--- src/rtl/cdf_pipeline.sv ---
// Histogram-to-CDF pass: streams NUM_BINS counts from scratchpad-1, writes the
// saturating running sum per bin to scratchpad-2, and reports min/total.
module cdf_pipeline #(
  parameter int NUM_BINS = 256,
  parameter int COUNT_W  = 20
) (
  input  logic               clock,
  input  logic               reset,
  input  logic               start,
  input  logic               inputBaseOffset,
  input  logic [127:0]       m2ReadBus,
  output logic [15:0]        m2ReadAddr,
  output logic [15:0]        m3WriteAddr,
  output logic [127:0]       m3WriteBus,
  output logic               m3WE,
  output logic [COUNT_W-1:0] cdfMin,
  output logic [COUNT_W-1:0] cdfTotal,
  output logic               done
);

  localparam int BIN_W = (NUM_BINS > 1) ? $clog2(NUM_BINS) : 1;
  localparam logic [BIN_W-1:0] LAST_BIN = BIN_W'(NUM_BINS - 1);
  localparam logic [15:0] VALID_TAG = 16'hAAAA;

  typedef enum logic [1:0] {IDLE, READ, DRAIN, DONE} state_t;

  state_t             state_reg, state_next;
  logic [BIN_W-1:0]   bin_reg;
  logic [1:0]         drain_reg;
  logic               base_reg;
  logic               rd_valid_reg;
  logic [15:0]        rd_addr_reg;
  logic [COUNT_W-1:0] sum_reg;
  logic               min_found_reg;

  logic [COUNT_W-1:0] count;
  logic [COUNT_W:0]   sum_wide;
  logic [COUNT_W-1:0] sum_new;
  logic [127:0]       write_word;
  logic               unused_bits;

  assign unused_bits = ^m2ReadBus[127:36];

  // Next-state and state-decoded outputs
  always_comb begin
    state_next = state_reg;
    done       = 1'b0;
    m2ReadAddr = {base_reg, 7'b0, 8'(bin_reg)};
    case (state_reg)
      IDLE:    if (start) state_next = READ;
      READ:    if (bin_reg == LAST_BIN) state_next = DRAIN;
      DRAIN:   if (drain_reg == 2'd2) state_next = DONE;
      DONE: begin
        done = 1'b1;
        if (!start) state_next = IDLE;
      end
      default: state_next = IDLE;
    endcase
  end

  // Untagged words are bins that were never seen and contribute nothing
  always_comb begin
    count      = (m2ReadBus[35:20] == VALID_TAG) ? m2ReadBus[COUNT_W-1:0] : '0;
    sum_wide   = {1'b0, sum_reg} + {1'b0, count};
    sum_new    = sum_wide[COUNT_W] ? '1 : sum_wide[COUNT_W-1:0];
    write_word = '0;
    write_word[35:20] = VALID_TAG;
    write_word[COUNT_W-1:0] = sum_new;
  end

  always_ff @(posedge clock) begin
    if (reset) begin
      state_reg     <= IDLE;
      bin_reg       <= '0;
      drain_reg     <= '0;
      base_reg      <= 1'b0;
      rd_valid_reg  <= 1'b0;
      rd_addr_reg   <= '0;
      sum_reg       <= '0;
      min_found_reg <= 1'b0;
      m3WE          <= 1'b0;
      m3WriteAddr   <= '0;
      m3WriteBus    <= '0;
      cdfMin        <= '0;
      cdfTotal      <= '0;
    end else begin
      state_reg    <= state_next;
      rd_valid_reg <= (state_reg == READ);
      rd_addr_reg  <= m2ReadAddr;
      m3WE         <= 1'b0;
      case (state_reg)
        IDLE: if (start) begin
          bin_reg       <= '0;
          drain_reg     <= '0;
          base_reg      <= inputBaseOffset;
          sum_reg       <= '0;
          min_found_reg <= 1'b0;
          cdfMin        <= '0;
          cdfTotal      <= '0;
        end
        READ:    if (bin_reg != LAST_BIN) bin_reg <= bin_reg + 1'b1;
        DRAIN:   drain_reg <= drain_reg + 2'd1;
        default: ;
      endcase
      // Data for the address issued two edges ago is on the bus now
      if (rd_valid_reg) begin
        sum_reg     <= sum_new;
        m3WE        <= 1'b1;
        m3WriteAddr <= rd_addr_reg;
        m3WriteBus  <= write_word;
        cdfTotal    <= sum_new;
        if (!min_found_reg && (sum_new != '0)) begin
          cdfMin        <= sum_new;
          min_found_reg <= 1'b1;
        end
      end
    end
  end

endmodule

--- config.mk ---
export PLATFORM = sky130hd
export DESIGN_NAME = cdf_pipeline
export DESIGN_NICKNAME = d
export VERILOG_FILES = /design/src/rtl/cdf_pipeline.sv
export SDC_FILE = /design/constraint.sdc
export NUM_CORES = 1
export LEC_CHECK = 0
export BUFFER_PORTS_ARGS = -buffer_cell sky130_fd_sc_hd__buf_2
export CAP_MARGIN = 25
export CELL_PAD_IN_SITES_DETAIL_PLACEMENT = 1
export CELL_PAD_IN_SITES_GLOBAL_PLACEMENT = 1
export CORE_AREA = 4 4 141 143
export CTS_CLUSTER_SIZE = 30
export DETAILED_ROUTE_END_ITERATION = 7
export DIE_AREA = 0 0 145 147
export PLACE_DENSITY = 0.93
export REMOVE_ABC_BUFFERS = 1
export SETUP_SLACK_MARGIN = 0.4
export SYNTH_ARGS = -nofsm -noshare
export SYNTH_HDL_FRONTEND = slang
export SYNTH_SLANG_ARGS = --single-unit
--- constraint.sdc ---
create_clock -name clock -period 6.5 [get_ports clock]
set_clock_uncertainty 0.05 [all_clocks]
set_input_delay 0.975 -clock clock [delete_from_list [all_inputs] [get_ports clock]]
set_output_delay 0.975 -clock clock [all_outputs]
set_load 0.005 [all_outputs]
==> flow_summary.yaml <==
clock_network:
  holdBufCountCts: 0
  cts.sink_count: 95
  cts_setup_buffers: 0
  path_clk_slew_ns: 0.08
  cts-htree-levels: 3
  cts_made_buffers: 9
  clk_latency_ns: 0.36
  cts_repair_resize_count: 0
  cts_tree: "yes"
  clockBufferDepth: 2
  cts-root-buf: "clkbuf_16"
layout:
  drive_gt1_share_pct: 20.3
  n_antenna_cell: 0
  instances_no_fill: 1083
  largest_register_ffs: 21
  utilization_pct: 36.9
  area_growth_pct: 9.78
  nNetsFinal: 1003
placement:
  place_inst: 1067
  gp_congestion: 0.859
  hpwl_mm: 13.4
  dp_slack_ns: 0.969
  place.port_buffers: 127
worst_setup_path:
  worstSetupStartpointType: "input pin"
  r2r_cells: 9
  r2r-end: "min_found_reg"
  cp_max_fo: 17
  startpoint: "m2ReadBus[32]"
  endpoint_kind: "flop"
  rr_startpoint: "sum_reg[4]"
  critPathCapture: "min_found_reg"
  crit_type: "input pin to flop"
  crit_required_ns: 6.71
  arrival_ns: 5.35
  setup.reg_to_reg.worst_slack_ns: 2.64
grt:
  grt_overflow: 0
  antenna_found_initial: 0
  grt_pass1_vias: 5637
  grt_max_degree: 71
  groute.usage.overall_pct: 16.6
  grt_pass1_wl_mm: 29.1
routing:
  num_vias: 5428
  drtIter0Drc: 273
  drt-wirelength-per-cell_um: 16.7
  post_drt_via_cell_ratio: 5.01
  drt_pass1_iterations: 4
  drc: 0
  postRouteAntennaNets: 0
  wirelength_mm: 18.1
yosys:
  yosysSeqAreaShare_pct: 30.5
  synthCells: 750
  post_synth.cell_area_avg_um2: 8.32
  ys_ff_latch: 95
  synth_edf_count: 0
  netlist_area_mm2: 0.00624
  synthTopCellsByCount: "buf_4, dfxtp_1, a21oi_1, nor2_1, clkbuf_1"
  yosysTopAreaCellShare_pct: 30.5
  yosysTopAreaCell: "dfxtp_1"
  yosys-top-cells-area: "dfxtp_1, buf_4, ha_1"
  synthFlopType: "dfxtp_1"
  yosysMostFrequentCell: "buf_4"
  synth_cell_type_count: 65
  yosys_warnings: 0
  synthArstFlopShare_pct: 0
power_and_ir_drop:
  switchingPower_uw: 475
  pwr_density_cell_mw_per_mm2: 209
  p_comb_share_pct: 19.9
  ir_worst_vdd_v: 0.000151
  seq_power_share_pct: 43.0
  pwr-share-clk_pct: 37.1
  switching_share_pct: 33.1
  leakage_nw: 3.17
  p_int_uw: 960
sta:
  rsz0062_at_grt: "false"
  worstMarginPinSlew_ns: 0.927
  period_share_pct: 79.2
  hold_violations: 0
  fin_ws_ns: 1.35
  period_minus_slack_ns: 5.15
  setup_violations: 0
  fmax_ghz: 0.194
  drv_slew: 0
  setup_tns_ns: 0
  max_slew_margin_pct: 38.2
die:
  die_h_um: 147
  start_util_pct: 33.6
  die_w_um: 145
  core_area_mm2: 0.0186
  rows: 50
  dieArea_mm2: 0.0213
  ios: 334
worst_hold_path:
  hp-class: "flop to flop"
run_status:
  status: "finished, final reports clean"
run:
  maxCapViolCount: 0
==> layer usage <==
metal | GRT usage, % | routed length, um | vias to the layer above
li1 | - | - | 2615
met1 | 19.3 | 7640 | 2618
met2 | 29.0 | 8940 | 170
met3 | 5.00 | 1150 | 25
met4 | 6.03 | 342 | 0
met5 | 0 | 0 | -
==> layout make-up <==
class / instances / area, um^2
sequential: 95 / 1900
tap: 234 / 293
clock inverter: 7 / 61.3
inverter: 9 / 33.8
clock buffer: 9 / 225
fill: 2310 / 11700
multi-input combinational: 594 / 3640
timing repair buffer: 135 / 696
==> power by group through the flow <==
stage	logic, mW	registers, mW	clock network, mW
floorplan	0.159	0.647	0
global placement	0.277	0.630	0
detailed placement	0.286	0.631	0
CTS	0.286	0.617	0.549
global route	0.321	0.621	0.576
finish	0.285	0.617	0.533
==> how the worst min path moves through the flow <==
| stage | from | end | slack, ns | cells past startpoint |
|---|---|---|---|---|
| after floorplan | rd_addr_reg[0] | m3WriteAddr[0] | 0.39 | 2 |
| after global placement | rd_addr_reg[0] | m3WriteAddr[0] | 0.40 | 2 |
| after detailed placement | rd_addr_reg[0] | m3WriteAddr[0] | 0.41 | 2 |
| after CTS | m3WriteBus[19] | m3WriteBus[19] | 0.43 | 2 |
| after global routing | m3WriteBus[17] | m3WriteBus[17] | 0.45 | 2 |
| final | m3WriteBus[16] | m3WriteBus[16] | 0.42 | 2 |
==> worst max-delay path, stage by stage <==
cell and delay (ns):
buf_2 0.10, nor4bb_1 0.30, and4_1 0.48, and2_1 0.20, ha_1 0.31, and2_1 0.21, a221o_1 0.40, or4b_1 0.49
o211a_2 0.18, or4_4 0.54, nor4_4 0.49, nand3_4 0.34, a32o_1 0.32
==> through the flow <==
stage                     hold slack, ns  power [mW]  area [um^2]
after floorplan                    0.391       0.806         5580
final                              0.421        1.43         6850
after global routing               0.453        1.52         6850
after CTS                          0.426        1.45         6850
after global placement             0.395       0.907         6570
after detailed placement           0.413       0.917         6570
==> kinds of logic after synthesis <==
kind of cell	count (synthesis)	synth area share [%]
AOI/OAI and AO/OA	166	18.2
adders and majority gates	27	5.53
buffers and inverters	174	18.0
DFF	95	30.5
and+or+nand+nor	260	23.5
muxes	17	2.79
other	1	0.0601
xor gates and xnor gates	10	1.40
==> placed cells by master, fill, tap and decap left out, types with 9 or more instances in the layout <==
master	count
nand2b_1	23
ha_1	26
a21oi_1	54
mux2i_1	14
buf_2	127
inv_1	9
nor2b_1	21
nand2_1	33
clkbuf_16	9
o21ai_0	36
nand3b_1	14
nand3_1	29
and2_1	26
dfxtp_1	94
o221ai_2	10
nor2_1	48
conb_1	114
a211oi_1	9
nand4_1	24
and3_1	10
No activity file was read; power rests on OpenSTA's default activity.
